**config.mk**
```make
export PLATFORM = sky130hd
export DESIGN_NAME = fetch_unit_flat
export DESIGN_NICKNAME = d
export VERILOG_FILES = /design/src/rtl/fetch_unit_pkg.sv /design/src/rtl/fetch_unit_if.sv /design/src/rtl/fetch_queue.sv /design/src/rtl/fetch_unit.sv /design/src/flat_wrapper.sv
export SDC_FILE = /design/constraint.sdc
export NUM_CORES = 1
export LEC_CHECK = 0
export ABC_CLOCK_PERIOD_IN_PS = 10100
export BUFFER_PORTS_ARGS = -buffer_cell sky130_fd_sc_hd__buf_2
export CORE_ASPECT_RATIO = 1.4
export CORE_MARGIN = 2
export CORE_UTILIZATION = 50
export CTS_CLUSTER_DIAMETER = 40
export CTS_CLUSTER_SIZE = 16
export DETAILED_ROUTE_END_ITERATION = 10
export GPL_TIMING_DRIVEN = 0
export HOLD_SLACK_MARGIN = 0.1
export PLACE_DENSITY = 0.7
export SYNTH_ARGS = -nofsm -noshare
export SYNTH_HDL_FRONTEND = slang
export SYNTH_SLANG_ARGS = --single-unit
```
**constraint.sdc**
```tcl
create_clock -name clk -period 10.1 [get_ports clk]
set_input_delay 0 -clock clk [delete_from_list [all_inputs] [get_ports clk]]
set_output_delay 0 -clock clk [all_outputs]
set_load 0.01 [all_outputs]
```
**src/rtl/fetch_unit_pkg.sv**
```systemverilog
// rtl/fetch_unit_pkg.sv - shared constants and helpers for the instruction-fetch stage
//
// Purpose: default widths/step/depth used by fetch_unit, fetch_queue and
// fetch_unit_if, plus the credit test that gates ROM requests.
// Ports: none (package).
package fetch_unit_pkg;

  localparam logic ENABLE  = 1'b1;
  localparam logic DISABLE = 1'b0;

  localparam int DEF_PC_WIDTH    = 32;
  localparam int DEF_INST_WIDTH  = 32;
  localparam int DEF_PC_STEP     = 4;
  localparam int DEF_QUEUE_DEPTH = 4;

  // A request may only be issued if its response is guaranteed a queue slot:
  // entries already held plus the one read still in flight must leave room.
  function automatic logic has_credit(input logic [31:0] occupied,
                                      input int unsigned depth);
    return occupied < depth;
  endfunction

endpackage

```
**src/rtl/fetch_unit_if.sv**
```systemverilog
// rtl/fetch_unit_if.sv - ROM request port and decode handshake of the fetch stage
//
// Purpose: bundles the instruction-ROM port and the fetch->decode stream.
// Ports (master = fetch stage side):
//   rom_ce     out  ROM chip enable (fetch request this cycle)
//   rom_addr   out  ROM read address
//   rom_data   in   ROM read data, one cycle after rom_ce
//   inst_valid out  queue head holds a valid instruction
//   inst_ready in   decode accepts the head this cycle
//   inst_data  out  instruction at queue head
//   inst_pc    out  PC of the instruction at queue head
interface fetch_unit_if
  import fetch_unit_pkg::*;
#(
  parameter int PC_WIDTH   = DEF_PC_WIDTH,
  parameter int INST_WIDTH = DEF_INST_WIDTH
);

  logic                  rom_ce;
  logic [PC_WIDTH-1:0]   rom_addr;
  logic [INST_WIDTH-1:0] rom_data;
  logic                  inst_valid;
  logic                  inst_ready;
  logic [INST_WIDTH-1:0] inst_data;
  logic [PC_WIDTH-1:0]   inst_pc;

  modport master (
    output rom_ce, rom_addr, inst_valid, inst_data, inst_pc,
    input  rom_data, inst_ready
  );

  modport slave (
    input  rom_ce, rom_addr, inst_valid, inst_data, inst_pc,
    output rom_data, inst_ready
  );

endinterface

```
**src/rtl/fetch_queue.sv**
```systemverilog
// rtl/fetch_queue.sv - prefetch FIFO holding {instruction, pc} entries
//
// Purpose: synchronous FIFO with flush; head entry is always driven.
// Ports:
//   clk      in   clock
//   rst      in   asynchronous active-high reset
//   push_i   in   write data_i at tail
//   data_i   in   entry to write
//   pop_i    in   drop head entry (ignored when empty)
//   flush_i  in   discard all entries (wins over push/pop)
//   data_o   out  head entry
//   count_o  out  number of entries held
module fetch_queue
  import fetch_unit_pkg::*;
#(
  parameter int DEPTH = DEF_QUEUE_DEPTH,
  parameter int WIDTH = DEF_INST_WIDTH + DEF_PC_WIDTH,
  localparam int AW   = $clog2(DEPTH),
  localparam int CW   = AW + 1
) (
  input  logic             clk,
  input  logic             rst,
  input  logic             push_i,
  input  logic [WIDTH-1:0] data_i,
  input  logic             pop_i,
  input  logic             flush_i,
  output logic [WIDTH-1:0] data_o,
  output logic [CW-1:0]    count_o
);

  logic [WIDTH-1:0] mem_q [DEPTH];
  logic [AW-1:0]    wr_q, rd_q;
  logic [CW-1:0]    count_q;
  logic             do_pop;

  assign do_pop  = pop_i && (count_q != '0);
  assign data_o  = mem_q[rd_q];
  assign count_o = count_q;

  // Storage is cleared on reset so the head output is never X.
  always_ff @(posedge clk or posedge rst) begin
    if (rst) begin
      for (int i = 0; i < DEPTH; i++) mem_q[i] <= '0;
      wr_q    <= '0;
      rd_q    <= '0;
      count_q <= '0;
    end else if (flush_i) begin
      wr_q    <= '0;
      rd_q    <= '0;
      count_q <= '0;
    end else begin
      if (push_i) begin
        mem_q[wr_q] <= data_i;
        wr_q        <= wr_q + AW'(1);
      end
      if (do_pop) rd_q <= rd_q + AW'(1);
      count_q <= count_q + CW'(push_i) - CW'(do_pop);
    end
  end

  // The fetch credit rule must keep every response within capacity.
  a_no_overflow : assert property (@(posedge clk) disable iff (rst)
    !(push_i && !flush_i && (count_q == CW'(DEPTH))));

endmodule

```
**src/rtl/fetch_unit.sv**
```systemverilog
// rtl/fetch_unit.sv - PC generator, ROM request port and prefetch queue to decode
//
// Purpose: issues sequential fetches to a 1-cycle-latency ROM, buffers the
// returned words with their PCs, and presents them to decode with
// valid/ready back-pressure. A redirect reloads the PC and flushes
// everything fetched so far, including a read still in flight.
// Ports:
//   clk          in   clock
//   rst          in   asynchronous active-high reset
//   redirect_i   in   taken branch/jump from a later stage
//   redirect_pc  in   redirect target
//   bus          -    fetch_unit_if.master (ROM port + decode stream)
module fetch_unit
  import fetch_unit_pkg::*;
#(
  parameter int                  PC_WIDTH    = DEF_PC_WIDTH,
  parameter int                  INST_WIDTH  = DEF_INST_WIDTH,
  parameter int                  PC_STEP     = DEF_PC_STEP,
  parameter logic [PC_WIDTH-1:0] RESET_PC    = '0,
  parameter int                  QUEUE_DEPTH = DEF_QUEUE_DEPTH
) (
  input  logic                clk,
  input  logic                rst,
  input  logic                redirect_i,
  input  logic [PC_WIDTH-1:0] redirect_pc,
  fetch_unit_if.master        bus
);

  localparam int CW = $clog2(QUEUE_DEPTH) + 1;
  localparam int QW = INST_WIDTH + PC_WIDTH;

  logic [PC_WIDTH-1:0] pc_q, pc_d;
  logic [PC_WIDTH-1:0] req_pc_q, req_pc_d;
  logic                inflight_q, inflight_d;
  logic                issue, push, pop, inst_valid;
  logic [CW-1:0]       count;
  logic [QW-1:0]       head;

  // rst gates the request combinationally so rom_ce drops the moment reset
  // asserts, not at the next edge.
  assign issue = !rst && !redirect_i &&
                 has_credit(32'(count) + 32'(inflight_q), QUEUE_DEPTH);

  // A response arriving in a redirect cycle belongs to the old path.
  assign push       = inflight_q && !redirect_i;
  assign inst_valid = (count != '0);
  assign pop        = inst_valid && bus.inst_ready && !redirect_i;

  always_comb begin
    pc_d       = pc_q;
    req_pc_d   = req_pc_q;
    inflight_d = inflight_q;
    if (redirect_i) begin
      pc_d       = redirect_pc;
      inflight_d = DISABLE;
    end else begin
      inflight_d = issue;
      if (issue) begin
        req_pc_d = pc_q;
        pc_d     = pc_q + PC_WIDTH'(PC_STEP);
      end
    end
  end

  always_ff @(posedge clk or posedge rst) begin
    if (rst) begin
      pc_q       <= RESET_PC;
      req_pc_q   <= RESET_PC;
      inflight_q <= DISABLE;
    end else begin
      pc_q       <= pc_d;
      req_pc_q   <= req_pc_d;
      inflight_q <= inflight_d;
    end
  end

  fetch_queue #(
    .DEPTH (QUEUE_DEPTH),
    .WIDTH (QW)
  ) u_queue (
    .clk     (clk),
    .rst     (rst),
    .push_i  (push),
    .data_i  ({bus.rom_data, req_pc_q}),
    .pop_i   (pop),
    .flush_i (redirect_i),
    .data_o  (head),
    .count_o (count)
  );

  assign bus.rom_ce     = issue;
  assign bus.rom_addr   = pc_q;
  assign bus.inst_valid = inst_valid;
  assign bus.inst_data  = head[QW-1:PC_WIDTH];
  assign bus.inst_pc    = head[PC_WIDTH-1:0];

endmodule

```
**src/flat_wrapper.sv**
```systemverilog
// flat-port wrapper written by rule: the top's interface ports become plain ports
module fetch_unit_flat import fetch_unit_pkg::*;
#(
  parameter int                  PC_WIDTH    = DEF_PC_WIDTH,
  parameter int                  INST_WIDTH  = DEF_INST_WIDTH,
  parameter int                  PC_STEP     = DEF_PC_STEP,
  parameter logic [PC_WIDTH-1:0] RESET_PC    = '0,
  parameter int                  QUEUE_DEPTH = DEF_QUEUE_DEPTH
)
  (clk, rst, redirect_i, redirect_pc, bus_rom_ce, bus_rom_addr, bus_inst_valid, bus_inst_data, bus_inst_pc, bus_rom_data, bus_inst_ready);
  fetch_unit_if #(.PC_WIDTH(PC_WIDTH), .INST_WIDTH(INST_WIDTH)) bus_i ();
  input  logic clk;
  input  logic rst;
  input  logic redirect_i;
  input  logic [PC_WIDTH-1:0] redirect_pc;
  output wire logic [$bits(bus_i.rom_ce)-1:0] bus_rom_ce;
  output wire logic [$bits(bus_i.rom_addr)-1:0] bus_rom_addr;
  output wire logic [$bits(bus_i.inst_valid)-1:0] bus_inst_valid;
  output wire logic [$bits(bus_i.inst_data)-1:0] bus_inst_data;
  output wire logic [$bits(bus_i.inst_pc)-1:0] bus_inst_pc;
  input wire logic [$bits(bus_i.rom_data)-1:0] bus_rom_data;
  input wire logic [$bits(bus_i.inst_ready)-1:0] bus_inst_ready;
  assign bus_rom_ce = bus_i.rom_ce;
  assign bus_rom_addr = bus_i.rom_addr;
  assign bus_inst_valid = bus_i.inst_valid;
  assign bus_inst_data = bus_i.inst_data;
  assign bus_inst_pc = bus_i.inst_pc;
  assign bus_i.rom_data = bus_rom_data;
  assign bus_i.inst_ready = bus_inst_ready;
  fetch_unit #(.PC_WIDTH(PC_WIDTH), .INST_WIDTH(INST_WIDTH), .PC_STEP(PC_STEP), .RESET_PC(RESET_PC), .QUEUE_DEPTH(QUEUE_DEPTH)) u_core (.clk(clk), .rst(rst), .redirect_i(redirect_i), .redirect_pc(redirect_pc), .bus(bus_i));
endmodule
```
* Word level (Yosys, flattened, before mapping)
Index checks and enable logic that the tools add are counted.
Word-level totals: flip-flop bits (word level) 328, input bits 68, word-level logic and storage cells 52
Cells by class: add/sub/neg operators 6, order comparisons 4, mux-type cells 14, bitwise gates (word level) 3, reductions and logical operators 15
Operators by type and width (number):
- bitwise mux 256 bit | 1
- two-way mux 64 bit | 3
- binary-select mux 64 bit (select 2 bit) | 1
- demux 64 bit (select 2 bit) | 1
- two-way mux 32 bit | 2
- adder 32 x 3 -> 32 bit, second input constant | 1
- less-than comparator 32 x 3 -> 1 bit, second input constant | 1
- two-way mux 2 bit | 4
- logical AND 1 bit | 7
- greater-or-equal comparator 3 bit, second input constant | 2
- NOT 2 -> 3 bit | 2
- nonzero test 2 bit | 3
- adder 2 x 1 -> 2 bit, second input constant | 2
- adder 3 x 1 -> 4 bit | 1
- AND reduction 2 bit | 2
- adder 3 x 1 -> 3 bit | 1
- less-than comparator 3 x 1 -> 1 bit, second input constant | 1
- two-way mux 3 bit | 1
- nonzero test 3 bit | 1
- subtractor 3 x 1 -> 3 bit | 1
- zero test 1 bit | 2
- two-way mux 1 bit | 1
- NOT 1 bit | 1

* Depth between registers and ports, before layout
Gate-level depths: netlist of the first run.
word-level depth 6, mapped depth 11

* Modules after synthesis
A second synthesis of the first run with hierarchy kept.
Unflattened totals: cells, all modules 1008, area, all modules 15045.7 um2
Modules (own cells, without submodules):
- fetch_queue | instances 1, cells an instance 661, area each 11907.7 um2, sequential area each 6581.3 um2
- fetch_unit | instances 1, cells an instance 347, area each 3138.0 um2, sequential area each 1626.6 um2

* Worst setup path before layout of the first run
OpenSTA, ideal clock, no wires.
path kind register to register, start point register u_core.u_queue.count_q[1] (netlist: u_core.u_queue.count_o[1]), end point register u_core.u_queue.count_q[2] (netlist: u_core.u_queue.count_o[2]), setup time 0.132 ns, arrival 2.175 ns, setup slack 7.794 ns, cell stages (with the launch flop) 11, path buffers 0, path through dfrtp_1 or3_2 nand2_1 nor2_1 ha_1 inv_1 ha_1 inv_1 fa_1 xnor2_1 nor2_1
On the way: word-level cells in the longest chain between the ends 6
Ends and longest elaborated chain:
- from (decl) | RTL line fetch_queue.sv:33 | logic [CW-1:0] count_q;
- from (signal assigned) | RTL line fetch_queue.sv:57 | count_q <= count_q + CW'(push_i) - CW'(do_pop);
- nonzero test 3 bit * | RTL line fetch_unit.sv:46 | assign inst_valid = (count != '0);
- named net bus_inst_valid | RTL line flat_wrapper.sv:18 | output wire logic [$bits(bus_i.inst_valid)-1:0] bus_inst_valid;
- logical AND 1 bit (2 in series) | RTL line fetch_unit.sv:47 | assign pop = inst_valid && bus.inst_ready && !redirect_i;
- logical AND 1 bit * | RTL line fetch_queue.sv:36 | assign do_pop = pop_i && (count_q != '0);
- subtractor 3 x 1 -> 3 bit * | RTL line fetch_queue.sv:57
- two-way mux 3 bit * | RTL line fetch_queue.sv:47 | end else if (flush_i) begin
The timed path passes the listed nets; every way through them passes the cells marked *. A chain may end at the register's enable or synchronous reset.

* Final worst setup path of the first run
start point register u_core.u_queue.rd_q[1], end point output bus_inst_pc[21]
On the way: word-level cells in the longest chain between the ends 4
Ends and longest elaborated chain:
- from (decl) | RTL line fetch_queue.sv:32 | logic [AW-1:0] wr_q, rd_q;
- from (signal assigned) | RTL line fetch_queue.sv:56 | if (do_pop) rd_q <= rd_q + AW'(1);
- NOT 2 -> 3 bit (implied by the code) | RTL line fetch_queue.sv:37 | assign data_o = mem_q[rd_q];
- binary-select mux 64 bit (select 2 bit) | RTL line fetch_queue.sv:37
- two-way mux 64 bit (implied by the code) (2 in series) | RTL line fetch_queue.sv:37
- to (decl) | RTL line flat_wrapper.sv:20 | output wire logic [$bits(bus_i.inst_pc)-1:0] bus_inst_pc;
No other way between the ends. The select of a mux whose other input is x is not followed.

==> results.md, run 1 <==
- Clock sink count: 328
- CTS tree: built
- Total CTS buffers: 37
- Mapped cell area: 0.0145 mm²
- FF-to-FF path depth: 7
- Distinct cells, synth: 44
- Starting Density: 51.0%
- Pwr Density: 260 mW/mm²
- Max Buffers Root-to-Sink: 3
- Multi-input logic area: 0.00599 mm²
- Most frequent cells in the layout: 328 x dfrtp_1, 295 x mux2_2, 195 x buf_2
- Reg area: 0.00821 mm²
- Avg Inst Size Synth: 15.5 µm²
- Skew final: 19.1 ps
- Max Fclk: 368 MHz
- Initial antenna violation count: 0
- R2r setup slk: 7600 ps
- CTS Root Cell: clkbuf_16
- Seq cells post-synth: 328
- WL/cell: 19.9 µm
- H-tree levels: 2
- IO Pins: 166
- DR DRC count: 0
- Sequential area share after synthesis: 56.7%
- Ys async rst share: 100%
- Starting DRT DRC Count: 316
- Maxcap violations: 0
- Worst-path cell chain: clkbuf_1, clkbuf_1, mux4_2, buf_2
- Largest stage delay on the critical path: 620 ps
- Worst path most repeated cell: clkbuf_1
- Startpoint types: flip-flop
- Unrepaired setup endpoints after global routing: false
- TritonRoute pass-1 iters: 4
- Rows: 73
- WL final: 32000 µm
- Pwr Total: 4.60 mW
- Antenna diodes: 0
- Critical path's slowest cell: clkbuf_1
- Worst Tran Pin Value: 964 ps
- Final hold vios: 0
- Die area: 0.0303 mm²
- Vias: 8898
- First-pass GRT wire length: 51800 µm
- Chip height: 205 µm
- Port Buffers: 163
- WP buf/inv: 3
- DRT antenna net count: 0
- Worst setup EP type: primary output
- CP endpoint: bus_inst_pc[21]
- GRT Util Overall: 21.9%
- Vias in the first global route: 9458
- Worst hold path class: in -> reg
- Min cycle time layout: 2720 ps
- Fill count: 2183
- Worst setup startpoint: u_core.u_queue.rd_q[1]
- HPWL after detailed placement: 21200 µm
- Setup violators final: 0
- Main synth FF type: dfrtp_1
- Synth-to-layout area growth: 22.4%
- Post-synthesis net count: 1012
- Post-layout util: 62.4%
- Gpl congestion: 0.805
- Final cycle utilization of the critical path: 26.9%
- Largest net degree at the start of global routing: 129
- CP max FO: 10
- Most common library cell in the layout ignoring fill and taps: dfrtp_1
- Setup CP Type: reg -> out
- GR Overflow Total: 0
- Vias per cell: 5.54
- EDFF count, synth: 0
- Reg2reg end: u_core.req_pc_q[7]
- Fin cells: 1607
- Pins Over Slew Limit: 0
- Layout Nets: 1282
- Cell family with most CP delay: buffers and inverters
- Skew-Pair Late Insertion Delay: 530 ps
- R2r startpoint: u_core.u_queue.count_o[1]
- Worst Path Required: 10100 ps
- Die X: 148 µm
- Reg clk slew, reported paths: 60 ps
- Placed Cells incl. Taps: 1475
- Crit path DAT: 2720 ps
- Share of cells above drive strength 1: 51.5%
- Worst path depth: 4
- Slew Limit Headroom: 35.7%
- Lkg Pwr: 8.20 nW
- Peak supply drop: 0.000142 V
- Core area: 0.0284 mm²
- Synth Instances: 935
- Status: complete, no violations
- Synth warn: 0
==> cell usage after synthesis, drive strengths merged, types with 3 or more instances <==
master / n / area share (%)
mux4: 64 / 10
xor2: 14 / 0.85
and4: 5 / 0.30
inv: 8 / 0.21
ha: 8 / 0.69
or3: 6 / 0.27
mux2: 295 / 23
nor3: 8 / 0.35
nand2: 36 / 0.99
dfrtp: 328 / 57
o21ai: 23 / 0.80
nand4: 13 / 0.56
a31oi: 5 / 0.22
nor2b: 3 / 0.13
clkbuf: 13 / 0.34
and3: 4 / 0.17
xnor2: 13 / 0.79
nor2: 15 / 0.39
buf: 39 / 1.4
nand3: 14 / 0.48
==> where the power goes <==
group	internal (mW)	switching (mW)	leakage, nW
Sequential	1.70	0.245	4.22
Clock	0.770	0.575	0.592
Combinational	0.759	0.560	3.39
==> per-layer routing <==
metal	routed length, µm	global-route usage, %
met2	16500	38.1
met5	0	0
met3	1210	3.41
met4	818	6.87
met1	13500	28.3
==> worst min-delay path by stage <==
stage / from / end / slack (ps) / cells past startpoint
after floorplan: redirect_pc[10] / u_core.bus.rom_addr[10] / 120 / 2
after global placement: redirect_pc[11] / u_core.bus.rom_addr[11] / 210 / 3
after detailed placement: redirect_pc[18] / u_core.bus.rom_addr[18] / 220 / 3
after CTS: redirect_i / u_core.bus.rom_addr[31] / 130 / 3
after global routing: redirect_i / u_core.bus.rom_addr[31] / 190 / 3
final: redirect_i / u_core.bus.rom_addr[31] / 140 / 3
==> what timing repair did <==
action,4_1_cts,5_1_grt
gates resized for setup,0,0
setup buffers,0,0
hold endpoints to repair,284,0
hold buffers,66,0
==> sequential cells by signal, summed over array words and instances (netlist names) <==
register,cells
u_core.req_pc_q,32
u_core.u_queue.wr_q,2
u_core.inflight_q,1
u_core.u_queue.rd_q,2
u_core.bus.rom_addr,32
u_core.u_queue.count_o,3
u_core.u_queue.mem_q,256
==> stage by stage <==
step	TNS [ps]	cell area, µm²	hold slack (ps)	setup WS (ps)
after floorplan	0	14500	121	806
after global placement	-863920	15800	208	-2650
after detailed placement	0	15800	217	7580
after CTS	0	17700	128	7290
after global routing	0	17700	186	7210
final	0	17700	142	7380
==> area by class of cell <==
class	count	share of cell area, %
Multi-Input combinational cell	546	33.8
Sequential cell	328	46.3
Timing Repair Buffer	231	8.64
Buffer	52	1.39
Clock inverter	23	1.21
Inverter	9	0.233
Clock buffer	43	5.76
Tap cell	375	2.65
==> worst min-delay path, stage by stage <==
cell and delay, ps:
clkbuf_1 360, or2_2 200, o211ai_1 70
==> kinds of logic (layout without fill, tap and decap cells) <==
| group | count (synthesis) | after routing | synth area share, % |
|---|---|---|---|
| compound gates | 35 | 35 | 1.64 |
| xor+xnor | 27 | 27 | 1.63 |
| fa+ha+maj | 9 | 9 | 0.830 |
| buf+inv | 61 | 358 | 1.94 |
| flops | 328 | 328 | 56.7 |
| mux | 361 | 361 | 33.0 |
| simple gates | 114 | 114 | 4.22 |
Power figures use the tool's default switching activity.
==> run 2, diff against run 1 <==
- ABC_CLOCK_PERIOD_IN_PS: 10100 -> 2300
- PLACE_DENSITY: 0.7 -> 0.73
- clock period: 10.1 -> 2.3 ns (I/O delays scaled with it)
==> run 2 against run 1 <==
- combinational power rose to 4.6 times the previous value
- sequential cell count did not move
- clock power rose to 4.3 times the previous value
- critical endpoint is now u_core.u_queue.count_o[1]
- largest power group unchanged
- global-route usage fell by 0.081 points
- die area did not move
==> results.md, run 2 (synthesized netlist as in run 1, its figures left out) <==
- Status: complete, no violations (unchanged)
- First-pass GRT wire length: 51800 µm (about the same)
- Vias: 9063 (was 8898)
- Gpl congestion: 0.795 (was 0.805)
- Total CTS buffers: 38 (was 37)
- Skew final: 10.9 ps (was 19.1 ps)
- Setup violators final: 0 (unchanged)
- TritonRoute pass-1 iters: 4 (unchanged)
- Lkg Pwr: 8.34 nW (was 8.20 nW)
- Pre-CTS WS: -200 ps (was 7580 ps)
- Initial antenna violation count: 0 (unchanged)
- Placed Area: 0.0159 mm² (was 0.0158 mm²)
- Clock sink count: 328 (unchanged)
- GRT Util Overall: 21.8% (was 21.9%)
- Max Buffers Root-to-Sink: 3 (unchanged)
- Port Buffers: 163 (unchanged)
- Rows: 73 (unchanged)
- Worst setup EP type: flip-flop (was primary output)
- WL/cell: 20.0 µm (was 19.9 µm)
- CTS Root Cell: clkbuf_16 (unchanged)
- Final hold vios: 0 (unchanged)
- H-tree levels: 2 (unchanged)
- Worst Tran Pin Value: 735 ps (was 964 ps)
- Min cycle time layout: 2280 ps
- Worst Path Required: 2670 ps (was 10100 ps)
- Core area: 0.0284 mm² (unchanged)
- Crit path DAT: 2650 ps (was 2720 ps)
- Most frequent cells in the layout: 326 x dfrtp_1, 295 x mux2_2, 189 x buf_2 (was 328 x dfrtp_1, 295 x mux2_2, 195 x buf_2)
- Starting Density: 51.0% (unchanged)
- Fin cells: 1627 (was 1607)
- Largest net degree at the start of global routing: 44 (was 129)
- HPWL after detailed placement: 21800 µm (was 21200 µm)
- Maxcap violations: 0 (unchanged)
- Antenna diodes: 0 (unchanged)
- Vias per cell: 5.57 (was 5.54)
- Die area: 0.0303 mm² (unchanged)
- Slew Limit Headroom: 51.0% (was 35.7%)
- DRT antenna net count: 0 (unchanged)
- Max Fclk: 438 MHz
- WL final: 32600 µm (was 32000 µm)
- Unrepaired setup endpoints after global routing: true (was false)
- Share of cells above drive strength 1: 53.4% (was 51.5%)
- Skew-Pair Late Insertion Delay: 510 ps (was 530 ps)
- Synth-to-layout area growth: 24.3% (was 22.4%)
- Reg clk slew, reported paths: 60 ps (about the same)
- Layout Nets: 1300 (was 1282)
- IO Pins: 166 (unchanged)
- Die X: 148 µm (unchanged)
- CTS tree: built (unchanged)
- Pwr Density: 1130 mW/mm² (was 260 mW/mm²)
- Most common library cell in the layout ignoring fill and taps: dfrtp_1 (unchanged)
- Pins Over Slew Limit: 0 (unchanged)
- Starting DRT DRC Count: 313 (was 316)
- Chip height: 205 µm (unchanged)
- Startpoint types: flip-flop (unchanged)
- Worst hold path class: in -> reg (unchanged)
- Placed Cells incl. Taps: 1481 (was 1475)
- Post-Route Hold Slack: 156 ps (was 142 ps)
- DR DRC count: 0 (unchanged)
- Setup CP Type: reg -> reg (was reg -> out)
- Largest register FFs: 256 (unchanged)
- Final instance area: 0.0180 mm² (was 0.0177 mm²)
- Most flops, register: u_core.u_queue.mem_q (unchanged)
- GR Overflow Total: 0 (unchanged)
- CP max FO: 4 (was 10)
- Peak supply drop: 0.000735 V (was 0.000142 V)
- Worst setup margin: 19.0 ps (was 7380 ps)
- Vias in the first global route: 9573 (was 9458)
- Final cycle utilization of the critical path: 99.2%
==> run 2: power breakdown <==
part,switching [mW],internal (mW)
Combinational,2.55,3.52
Sequential,1.07,7.45
Clock,2.49,3.26
==> run 2: final timing paths <==
| path | from | endpoint | slack [ps] | cells past startpoint |
|---|---|---|---|---|
| min | redirect_i | u_core.bus.rom_addr[31] | 160 | 3 |
| min reg2reg | u_core.u_queue.mem_q[123] | u_core.u_queue.mem_q[123] | 500 | 1 |
| max | u_core.u_queue.count_o[2] | u_core.u_queue.count_o[1] | 20 | 10 |
| min in group asynchronous | rst | u_core.u_queue.mem_q[139] | 200 | 3 |
| max reg2reg | u_core.u_queue.count_o[2] | u_core.u_queue.count_o[1] | 20 | 10 |
| max in group asynchronous | rst | u_core.u_queue.mem_q[51] | 960 | 6 |
==> run 2: layer usage <==
layer | up-vias | share of wire (%) | global-route usage, % | wire (µm)
met5 | - | 0 | 0 | 0
met4 | 0 | 3.4 | 8.00 | 1110
met3 | 66 | 4.2 | 3.37 | 1360
met2 | 213 | 51 | 38.1 | 16700
met1 | 4729 | 41 | 27.6 | 13400
li1 | 4055 | - | - | -
==> run 2: through the flow <==
step | util, % | TNS [ps] | power (mW)
after floorplan | - | -726930 | 12.4
after global placement | 55.6 | -1284620 | 14.2
after detailed placement | 56.1 | -5560 | 14.5
after CTS | 63.0 | -34.9 | 20.4
after global routing | 63.4 | -143 | 21.4
final | 63.4 | 0 | 20.3
==> run 2: repair_timing <==
action | CTS | global route
buffers inserted | 5 | 7
endpoints found under the hold margin | 298 | 0
cloned | 0 | 0
pin swaps | 1 | 6
setup endpoints to repair | 95 | 36
hold buffers | 66 | 0
resized for setup | 21 | 13
==> run 2: final cells by class <==
type	instances	area, µm²
inverter	9	37.5
fill	2120	10400
tap	375	469
sequential	328	8210
clock buffer	45	1020
multi-input combinational	546	6030
clock inverter	24	198
buffer	51	305
timing repair buffer	249	1730
==> run 2: worst max-delay path: stages (launching register included) <==
cell	delay (ps)
dfrtp_2	410
buf_6	120
or3_4	410
nand2_4	70
nor2_1	40
ha_1	300
inv_1	60
ha_1	140
inv_2	40
fa_2	510
nor2_1	40
==> run 3, diff against run 2 <==
- CORE_MARGIN: 2 -> default
- GPL_TIMING_DRIVEN: 0 -> default
==> run 3 against run 2 <==
- combinational power decreased by 1%
- first-iteration DRC count increased by 4.2%
- hold slack improved by 51 ps
- setup slack improved by 90 ps
- fmax increased by 4.1%
- global-route usage increased by 0.71 points
- count of clock-buffer cells in the layout decreased by 3
- sequential power increased by 0.7%
- final area increased by 0.38%
- clock power decreased by 1%
- clock skew increased by 14 ps
- largest power group unchanged
==> results.md, run 3 (synthesized netlist as in run 1, its figures left out) <==
- Antenna diodes: 0 (unchanged)
- WL/cell: 19.9 µm (was 20.0 µm)
- Most frequent cells in the layout: 326 x dfrtp_1, 295 x mux2_2, 165 x buf_2 (was 326 x dfrtp_1, 295 x mux2_2, 189 x buf_2)
- Starting Density: 51.0% (unchanged)
- Clock Power Share: 28.1% (was 28.3%)
- Crit path DAT: 2600 ps (was 2650 ps)
- Fraction of power consumed by sequential logic: 42.3% (was 41.9%)
- Vias: 8850 (was 9063)
- Die area: 0.0296 mm² (was 0.0303 mm²)
- Vias in the first global route: 9282 (was 9573)
- Maxcap violations: 0 (unchanged)
- Lkg Pwr: 8.40 nW (was 8.34 nW)
- Chip height: 203 µm (was 205 µm)
- Status: complete, no violations (unchanged)
- Clock sink count: 328 (unchanged)
- Port Buffers: 165 (was 163)
- Rows: 73 (unchanged)
- Synth-to-layout area growth: 24.8% (was 24.3%)
- Worst Path Required: 2710 ps (was 2670 ps)
- R2r setup slk: 110 ps (was 20 ps)
- Gpl congestion: 0.788 (was 0.795)
- Skew final: 25.0 ps (was 10.9 ps)
- Worst Tran Pin Value: 587 ps (was 735 ps)
- Most common library cell in the layout ignoring fill and taps: dfrtp_1 (unchanged)
- DRT antenna net count: 0 (unchanged)
- Max Fclk: 456 MHz (was 438 MHz)
- CP max FO: 3 (was 4)
- Layout Nets: 1273 (was 1300)
- Combinational power share: 29.6% (was 29.8%)
- Core area: 0.0284 mm² (unchanged)
- Setup CP Type: reg -> reg (unchanged)
- Largest net degree at the start of global routing: 69 (was 44)
- Unrepaired setup endpoints after global routing: false (was true)
- Starting DRT DRC Count: 326 (was 313)
- Share of cells above drive strength 1: 52.7% (was 53.4%)
- Total CTS buffers: 36 (was 38)
- Peak supply drop: 0.000612 V (was 0.000735 V)
- Final hold vios: 0 (unchanged)
- Initial antenna violation count: 0 (unchanged)
- H-tree levels: 2 (unchanged)
- Min cycle time layout: 2190 ps (was 2280 ps)
- Largest register FFs: 256 (unchanged)
- Skew-Pair Late Insertion Delay: 540 ps (was 510 ps)
- GR Overflow Total: 0 (unchanged)
- Slew Limit Headroom: 60.6% (was 51.0%)
- GRT Util Overall: 22.5% (was 21.8%)
- Worst hold path class: in -> async (was in -> reg)
- HPWL after detailed placement: 20400 µm (was 21800 µm)
- First-pass GRT wire length: 51800 µm (unchanged)
- TritonRoute pass-1 iters: 4 (unchanged)
- Pins Over Slew Limit: 0 (unchanged)
- Startpoint types: flip-flop (unchanged)
- Max Buffers Root-to-Sink: 3 (unchanged)
- CTS Root Cell: clkbuf_16 (unchanged)
- CTS tree: built (unchanged)
- IO Pins: 166 (unchanged)
- Reg2reg end: u_core.u_queue.count_o[2] (was u_core.u_queue.count_o[1])
- Pwr Total: 20.3 mW (about the same)
- Die X: 146 µm (was 148 µm)
- FF-to-FF path depth: 10 (unchanged)
- Final cycle utilization of the critical path: 95.3% (was 99.2%)
- Cell-internal power: 14.2 mW (about the same)
- Most flops, register: u_core.u_queue.mem_q (unchanged)
- Post-Route Hold Slack: 207 ps (was 156 ps)
- Post-layout util: 63.6% (was 63.4%)
- Vias per cell: 5.54 (was 5.57)
- Switch Pwr: 6.04 mW (was 6.11 mW)
- Worst setup EP type: flip-flop (unchanged)
- WL final: 31800 µm (was 32600 µm)
- Setup Total Neg Slack: 0 ps (unchanged)
- Setup violators final: 0 (unchanged)
- Pwr Density: 1120 mW/mm² (was 1130 mW/mm²)
- Switch share: 29.8% (was 30.0%)
- DR DRC count: 0 (unchanged)
- Reg clk slew, reported paths: 60 ps (about the same)
- R2r startpoint: u_core.u_queue.count_o[1] (was u_core.u_queue.count_o[2])
==> run 3: layer usage <==
| layer | up-vias | global-route usage (%) | wire length (µm) | part of all wire, % |
|---|---|---|---|---|
| met1 | 4615 | 29.2 | 13500 | 42 |
| met3 | 51 | 3.47 | 1250 | 3.9 |
| met4 | 0 | 7.67 | 774 | 2.4 |
| li1 | 3981 | - | - | - |
| met2 | 203 | 38.7 | 16300 | 51 |
| met5 | - | 0 | 0 | 0 |
==> run 3: repair_timing <==
action | CTS | global route
gates resized for setup | 1 | 2
setup buffers | 1 | 4
hold buffers | 69 | 0
pin swaps | 1 | 1
gates cloned | 1 | 0
hold endpoints to repair | 482 | 0
endpoints found under the setup margin | 1 | 24
==> run 3: worst max-delay path, cell delays in order (launching register included) <==
cell	delay, ps
dfrtp_1	400
or3_4	400
nand2_1	100
nor2_1	50
ha_1	290
inv_1	60
ha_1	140
inv_1	50
fa_1	380
xnor2_1	140
nor2_1	50
==> run 3: how the worst max path moves through the flow <==
| stage | from | to | slack (ps) | cells after the start |
|---|---|---|---|---|
| after floorplan | rst | u_core.bus.rom_addr[0] | -2220 | 2 |
| after global placement | u_core.u_queue.count_o[1] | u_core.u_queue.count_o[2] | 140 | 10 |
| after detailed placement | u_core.u_queue.count_o[1] | u_core.u_queue.count_o[2] | 120 | 10 |
| after CTS | u_core.u_queue.count_o[1] | u_core.req_pc_q[7] | 3 | 7 |
| after global routing | u_core.u_queue.count_o[1] | u_core.req_pc_q[13] | 6 | 7 |
| final | u_core.u_queue.count_o[1] | u_core.u_queue.count_o[2] | 110 | 10 |
==> run 3: area by class of cell <==
class	count	area [µm²]
tap	375	469
clock inverter	23	221
sequential	328	8220
multi-input combinational	546	6030
timing repair buffer	275	2130
inverter	9	37.5
fill	2128	10300
clock buffer	42	965
==> run 3: through the flow <==
| step | cell area (µm²) | setup slack (ps) | instances |
|---|---|---|---|
| floorplan | 14500 | -2220 | 935 |
| CTS | 18000 | 3.15 | 1594 |
| global route | 18100 | 6.10 | 1598 |
| finish | 18100 | 109 | 1598 |
| global placement | 16100 | 145 | 1458 |
| detailed placement | 16100 | 120 | 1458 |
==> run 3: power by group through the flow <==
| stage | Combinational (mW) | Sequential [mW] | Clock (mW) |
|---|---|---|---|
| 3_5_place_dp | 5.86 | 8.73 | 0 |
| 6_report | 6.00 | 8.58 | 5.69 |
| 2_1_floorplan | 4.12 | 8.27 | 0 |
| 4_1_cts | 6.02 | 8.63 | 5.84 |
| 5_1_grt | 6.46 | 8.81 | 6.06 |
| 3_3_place_gp | 5.73 | 8.63 | 0 |
